$ cat src/rtl/noc_pkg.sv
// Shared flit layout, credit type and flit packing for the NoC injection and receive stages.
package noc_pkg;

  localparam int NOC_DATA_W = 64;
  localparam int NOC_DEST_W = 4;
  localparam int FLIT_W     = 71;

  localparam int VALID_BIT  = 70;
  localparam int TAIL_BIT   = 69;
  localparam int DEST_MSB   = 68;
  localparam int DEST_LSB   = 65;
  localparam int VC_BIT     = 64;

  typedef logic [FLIT_W-1:0] flit_t;

  typedef struct packed {
    logic valid;
    logic vc;
  } credit_t;

  // Every result travels as a single-flit packet, so head and tail coincide.
  function automatic flit_t pack_flit(input logic [NOC_DEST_W-1:0] dest,
                                      input logic                  vc,
                                      input logic [NOC_DATA_W-1:0] data);
    flit_t f;
    f                    = '0;
    f[VALID_BIT]         = 1'b1;
    f[TAIL_BIT]          = 1'b1;
    f[DEST_MSB:DEST_LSB] = dest;
    f[VC_BIT]            = vc;
    f[NOC_DATA_W-1:0]    = data;
    return f;
  endfunction

endpackage

$ cat src/rtl/noc_sync_fifo.sv
// Single-clock FIFO with occupancy output; DEPTH must be a power of two so pointers wrap naturally.
module noc_sync_fifo #(
  parameter int DEPTH = 4,
  parameter int WIDTH = 8
) (
  input  logic                         clk,
  input  logic                         rst_n,
  input  logic                         push,
  input  logic [WIDTH-1:0]             wdata,
  input  logic                         pop,
  output logic [WIDTH-1:0]             rdata,
  output logic                         full,
  output logic                         empty,
  output logic [$clog2(DEPTH+1)-1:0]   level
);

  localparam int AW = $clog2(DEPTH);
  localparam int LW = $clog2(DEPTH + 1);

  logic [WIDTH-1:0] mem [DEPTH];
  logic [AW-1:0]    wr_ptr;
  logic [AW-1:0]    rd_ptr;
  logic             do_push;
  logic             do_pop;

  assign full    = (level == LW'(DEPTH));
  assign empty   = (level == '0);
  assign do_push = push & ~full;
  assign do_pop  = pop & ~empty;
  assign rdata   = mem[rd_ptr];

  // NOTE: storage is left unreset; the pointers and level alone define which entries are meaningful.
  always_ff @(posedge clk) begin
    if (do_push) mem[wr_ptr] <= wdata;
  end

  always_ff @(posedge clk or negedge rst_n) begin
    if (!rst_n) begin
      wr_ptr <= '0;
      rd_ptr <= '0;
      level  <= '0;
    end else begin
      if (do_push) wr_ptr <= wr_ptr + AW'(1);
      if (do_pop)  rd_ptr <= rd_ptr + AW'(1);
      case ({do_push, do_pop})
        2'b10:   level <= level + LW'(1);
        2'b01:   level <= level - LW'(1);
        default: level <= level;
      endcase
    end
  end

endmodule

$ cat src/rtl/noc_flit_injector.sv
// Buffers operator results and injects them as single-flit packets under per-VC credit flow control.
// Define NOC_INJ_VC_RR_EN to round-robin issue across VC0/VC1; otherwise every flit uses VC0.
module noc_flit_injector
  import noc_pkg::*;
#(
  parameter int DATA_W         = NOC_DATA_W,
  parameter int DEST_W         = NOC_DEST_W,
  parameter int NUM_NODES      = 9,
  parameter int CREDITS_PER_VC = 4,
  parameter int FIFO_DEPTH     = 4
) (
  input  logic                              CLK,
  input  logic                              RST_N,
  input  logic                              in_valid,
  output logic                              in_ready,
  input  logic [DATA_W-1:0]                 in_data,
  input  logic [DEST_W-1:0]                 in_dest,
  output logic [FLIT_W-1:0]                 flit_out,
  output logic                              put_en,
  input  logic [1:0]                        credit_in,
  output logic                              credit_en,
  output logic [$clog2(FIFO_DEPTH+1)-1:0]   fifo_level,
  output logic                              err_bad_dest,
  output logic                              err_credit_ovf
);

  localparam int              EW       = DEST_W + DATA_W;
  localparam int              CW       = $clog2(CREDITS_PER_VC + 1);
  localparam logic [CW-1:0]   CRED_MAX = CW'(CREDITS_PER_VC);
  localparam logic [DEST_W:0] NODES    = (DEST_W + 1)'(NUM_NODES);

  logic          run_q;
  credit_t       credit;
  logic          dest_ok;
  logic          accept;
  logic          push;
  logic          issue;
  logic          vc_sel;
  logic          fifo_full;
  logic          fifo_empty;
  logic [EW-1:0] head;
  logic [CW-1:0] credit_cnt [2];
  logic [1:0]    inc;
  logic [1:0]    dec;
  logic [1:0]    ovf;

  assign credit    = credit_t'(credit_in);
  assign put_en    = run_q;
  assign credit_en = run_q;
  assign in_ready  = run_q & ~fifo_full;
  assign dest_ok   = ({1'b0, in_dest} < NODES);
  assign accept    = in_valid & in_ready;
  assign push      = accept & dest_ok;
  assign issue     = run_q & ~fifo_empty & (credit_cnt[vc_sel] != '0);

  noc_sync_fifo #(
    .DEPTH (FIFO_DEPTH),
    .WIDTH (EW)
  ) u_fifo (
    .clk   (CLK),
    .rst_n (RST_N),
    .push  (push),
    .wdata ({in_dest, in_data}),
    .pop   (issue),
    .rdata (head),
    .full  (fifo_full),
    .empty (fifo_empty),
    .level (fifo_level)
  );

`ifdef NOC_INJ_VC_RR_EN
  logic turn_q;

  // Fall back to the other VC when the turn VC is starved; the turn itself only advances when it is used.
  always_comb begin
    vc_sel = turn_q;
    if (credit_cnt[turn_q] == '0 && credit_cnt[~turn_q] != '0) vc_sel = ~turn_q;
  end

  always_ff @(posedge CLK or negedge RST_N) begin
    if (!RST_N)                       turn_q <= 1'b0;
    else if (issue && vc_sel == turn_q) turn_q <= ~turn_q;
  end
`else
  assign vc_sel = 1'b0;
`endif

  // NOTE: every output of this block gets a default before the loop so no latch is inferred.
  always_comb begin
    inc = '0;
    dec = '0;
    ovf = '0;
    for (int v = 0; v < 2; v++) begin
      inc[v] = run_q & credit.valid & (credit.vc == 1'(v));
      dec[v] = issue & (vc_sel == 1'(v));
      ovf[v] = inc[v] & ~dec[v] & (credit_cnt[v] == CRED_MAX);
    end
  end

  // A return and an issue on the same VC cancel; a return into a full counter saturates.
  always_ff @(posedge CLK or negedge RST_N) begin
    if (!RST_N) begin
      for (int v = 0; v < 2; v++) credit_cnt[v] <= CRED_MAX;
    end else begin
      for (int v = 0; v < 2; v++) begin
        if (dec[v] && !inc[v])                credit_cnt[v] <= credit_cnt[v] - CW'(1);
        else if (inc[v] && !dec[v] && !ovf[v]) credit_cnt[v] <= credit_cnt[v] + CW'(1);
      end
    end
  end

  always_ff @(posedge CLK or negedge RST_N) begin
    if (!RST_N) begin
      run_q          <= 1'b0;
      flit_out       <= '0;
      err_bad_dest   <= 1'b0;
      err_credit_ovf <= 1'b0;
    end else begin
      run_q <= 1'b1;
      if (accept && !dest_ok) err_bad_dest   <= 1'b1;
      if (|ovf)               err_credit_ovf <= 1'b1;
      flit_out <= issue ? pack_flit(head[EW-1:DATA_W], vc_sel, head[DATA_W-1:0]) : '0;
    end
  end

endmodule
$ cat config.mk
export PLATFORM = sky130hd
export DESIGN_NAME = noc_flit_injector
export DESIGN_NICKNAME = d
export VERILOG_FILES = /design/src/rtl/noc_pkg.sv /design/src/rtl/noc_sync_fifo.sv /design/src/rtl/noc_flit_injector.sv
export SDC_FILE = /design/constraint.sdc
export NUM_CORES = 1
export LEC_CHECK = 0
export ABC_AREA = 1
export CORE_UTILIZATION = 56
export CTS_CLUSTER_DIAMETER = 200
export DETAILED_ROUTE_END_ITERATION = 10
export HOLD_SLACK_MARGIN = 0.06
export PLACE_DENSITY = 0.86
export REMOVE_ABC_BUFFERS = 1
export SETUP_SLACK_MARGIN = 0.15
export SYNTH_ARGS = -nofsm -noshare
export SYNTH_HDL_FRONTEND = slang
export SYNTH_SLANG_ARGS = --single-unit
$ cat constraint.sdc
create_clock -name CLK -period 5.6 [get_ports CLK]
set_input_delay 1.68 -clock CLK [delete_from_list [all_inputs] [get_ports CLK]]
set_output_delay 1.68 -clock CLK [all_outputs]
set_load 0.05 [all_outputs]
==> impl_metrics.ini <==
[clocking]
clock_latency_ns = 0.52
cts_tree = done
htree_levels = 2
cts_hold_buf = 0
cts_setup_buffers = 0
clock_sinks = 357
numCtsBuffers = 35
cts_max_path_buffers = 3
cts_resized = 0
clkTransAtPathRegs_ns = 0.06
cts-root-buf = clkbuf_16

[worst_hold_path]
holdPathEnd = credit_cnt[5]
worstHoldPathType = reg2reg
hp-start = credit_cnt[5]
hold_depth = 2

[worst_setup_path]
cp_slowest_cell = clkdlybuf4s50_1
start_kind = register
worstSetupPathType = reg2out
required_ns = 3.92
timing.rr.end = flit_out[42]
path_max_fanout = 7
reg2regPathDepth = 6
slowest_delay_ns = 0.85
rr_startpoint = u_fifo.rd_ptr[0]
cp-end-kind = primary output
worstPathArrival_ns = 2.11
path_cells = a21boi_2 > clkdlybuf4s50_1
crit_buf_inv = 1
path_delay_family = buffers and inverters
r2r_slack_ns = 2.70

[placed_design]
gp_congestion = 0.724
numPortBuffers = 150
hpwl_um = 15400
placed_cell_area_mm2 = 0.0151

[pwr]
peakVddDrop_uv = 251
p_seq_share_pct = 39.9
intPower_uw = 5450
power_uw = 8730
p_clk_share_pct = 25.1
power.density_mw_per_mm2 = 540
p_sw_share_pct = 37.5
power_leakage_uw = 0.00625
p_comb_share_pct = 35.0
p_sw_uw = 3270

[sta]
hold_viol = 0
layout_min_cycle_time_ns = 3.79
setup_tns_ns = 0
rsz0062_at_grt = false
fin_skew_ns = 0.0226
setup_viol = 0
fmax_mhz = 264
fin_crit_sh_pct = 67.6
maxSlewViolCount = 0
tightest_slew_ns = 0.967
slew_headroom_pct = 35.5

[synth]
synth_compound_area_share_pct = 7.48
syn_area_mm2 = 0.0133
synthMuxAreaShare_pct = 0
async_flop_share_pct = 23.8
synth_adder_area_share_pct = 0.957
ys_types = 27
synth_top_family_by_area = simple AND/OR/NAND/NOR gates
synth_area_leaders = edfxtp_1 61%, dfrtp_1 16%, nor2_1 6.0%
yosysMostFrequentCell = edfxtp_1
yosysTopAreaCell = edfxtp_1
synth-xor-area-share_pct = 0.460
synth_edf_count = 272
yosys_warnings = 0
synth_top_area_share_pct = 61.2
synth-simple-area-share_pct = 8.89
avgSynthCellArea_um2 = 13.7
synth_cells = 975
ys_top_cells_by_count = 272 x edfxtp_1, 214 x nor2_1, 88 x inv_1, 85 x nand2_1, 83 x dfrtp_1
ys_ff_latch = 357
synthFlopType = edfxtp_1
ys_seq_area_share_pct = 77.2

[floorplan]
dieHeight_um = 156
die_w_um = 156
io_pins = 152
die_area_mm2 = 0.0244
core_area_mm2 = 0.0234
rows = 56
start_util_pct = 57.0

[final_layout]
drive_gt1_share_pct = 6.11
area_growth_pct = 21.1
fill_cells = 1553
fin_area_mm2 = 0.0162
n_antenna_cell = 0
final_nets = 1200
final_util_pct = 69.0

[routing]
post_drt_wl_per_cell_um = 18.3
drt_pass1_iterations = 5
ant_nets = 0
drt_iter0_drc = 666
finalWirelength_um = 26800
vias = 7997
viasPerCell = 5.46
drc = 0

[global_route]
grt_pass1_vias = 8036
grt_usage_pct = 22.4
grt_pass1_wl_um = 41200
antenna_found_initial = 0
grt_max_degree = 102
grt_overflow = 0

[job]
cap_violations = 0

[run_status]
status = finished, final reports clean
area by class of cell:
| class | instances | area, um2 | share of cell area (%) |
|---|---|---|---|
| flip-flops and latches | 357 | 10300 | 63.8 |
| well taps | 319 | 399 | 2.47 |
| repair buffers | 161 | 1630 | 10.1 |
| inverters | 90 | 340 | 2.11 |
| multi-input cells | 473 | 2410 | 14.9 |
| clock inverters | 17 | 118 | 0.728 |
| clock buffers | 47 | 952 | 5.89 |
cells by family (layout without fill, tap and decap cells):
logic type | after synthesis | count (layout)
and+or+nand+nor | 309 | 309
other | 2 | 2
adders and majority gates | 9 | 9
DFF | 357 | 357
xor gates and xnor gates | 7 | 7
buffers and inverters | 145 | 315
AOI/OAI and AO/OA | 146 | 146
metal layers:
metal / vias up / global-route usage, % / wire length, um
met1: 3916 / 27.9 / 10500
li1: 3681 / - / -
met3: 52 / 4.15 / 1870
met5: - / 0 / 0
met4: 0 / 7.61 / 609
met2: 348 / 39.4 / 13900
how the worst max path moves through the flow:
stage                           from           endpoint  cells past startpoint
after floorplan           in_dest[2]   u_fifo.mem[0][0]                      5
after global routing       credit_en           in_ready                      2
final                      credit_en           in_ready                      2
after CTS                  credit_en           in_ready                      2
after detailed placement  in_dest[2]   u_fifo.mem[0][2]                      7
after global placement    in_dest[2]  u_fifo.mem[0][25]                      7
state kept, by name (all words and copies together), names as in the netlist:
register,flops
credit_cnt,6
credit_en,1
err_bad_dest,1
err_credit_ovf,1
flit_out,69
u_fifo.level,3
u_fifo.mem,272
u_fifo.rd_ptr,2
u_fifo.wr_ptr,2
per-stage QoR:
step,hold slack [ns],instances,worst slack [ns]
2_1_floorplan,0.449,920,0.145
3_3_place_gp,0.459,1400,1.41
3_5_place_dp,0.467,1400,1.36
4_1_cts,0.478,1464,1.79
5_1_grt,0.514,1464,1.71
6_report,0.478,1464,1.81
cells in the final DEF (no fill, tap or decap):
cell             synthesis  final
a21oi_1                  3      3
buf_4                    9      8
o21bai_1                 1      1
xnor2_1                  2      2
dfrtp_4                  0      2
nand3b_1                 1      1
clkbuf_1                18     10
dfstp_2                  2      2
o21ai_0                 72     72
nand3_1                  6      6
inv_6                    0      2
buf_12                   0      4
o32ai_1                 68     68
nor2_4                   0      4
a21boi_2                 1      1
conb_1                   2      2
nand2_1                 85     85
clkinv_8                 0      1
nand4_1                  1      1
edfxtp_1               272    272
clkinv_2                 0      4
clkinv_1                 0      9
inv_2                    2      1
nor2_1                 214    210
o31ai_1                  1      1
inv_1                   88     88
ha_1                     7      7
xor2_1                   5      5
inv_4                    0      1
clkbuf_16                0     36
bufinv_16                0      1
fa_1                     2      2
clkdlybuf4s50_1          0    149
nand3_2                  2      2
dfrtp_1                 83     81
clkbuf_8                 0      1
power groups by stage:
stage                     sequential [uW]  combinational [uW]  clock (uW)
after floorplan                      4450                1070           0
after global placement               3520                2960           0
after detailed placement             3520                3040           0
after CTS                            3480                3070        2220
after global routing                 3520                3290        2320
final                                3480                3060        2190
tightest hold or removal path, cell delays in order, from the launching register on:
cell and delay [ns]:
dfstp_2 0.37, nand2_1 0.06, nand2_1 0.04
(Power assumes the default switching activity.)
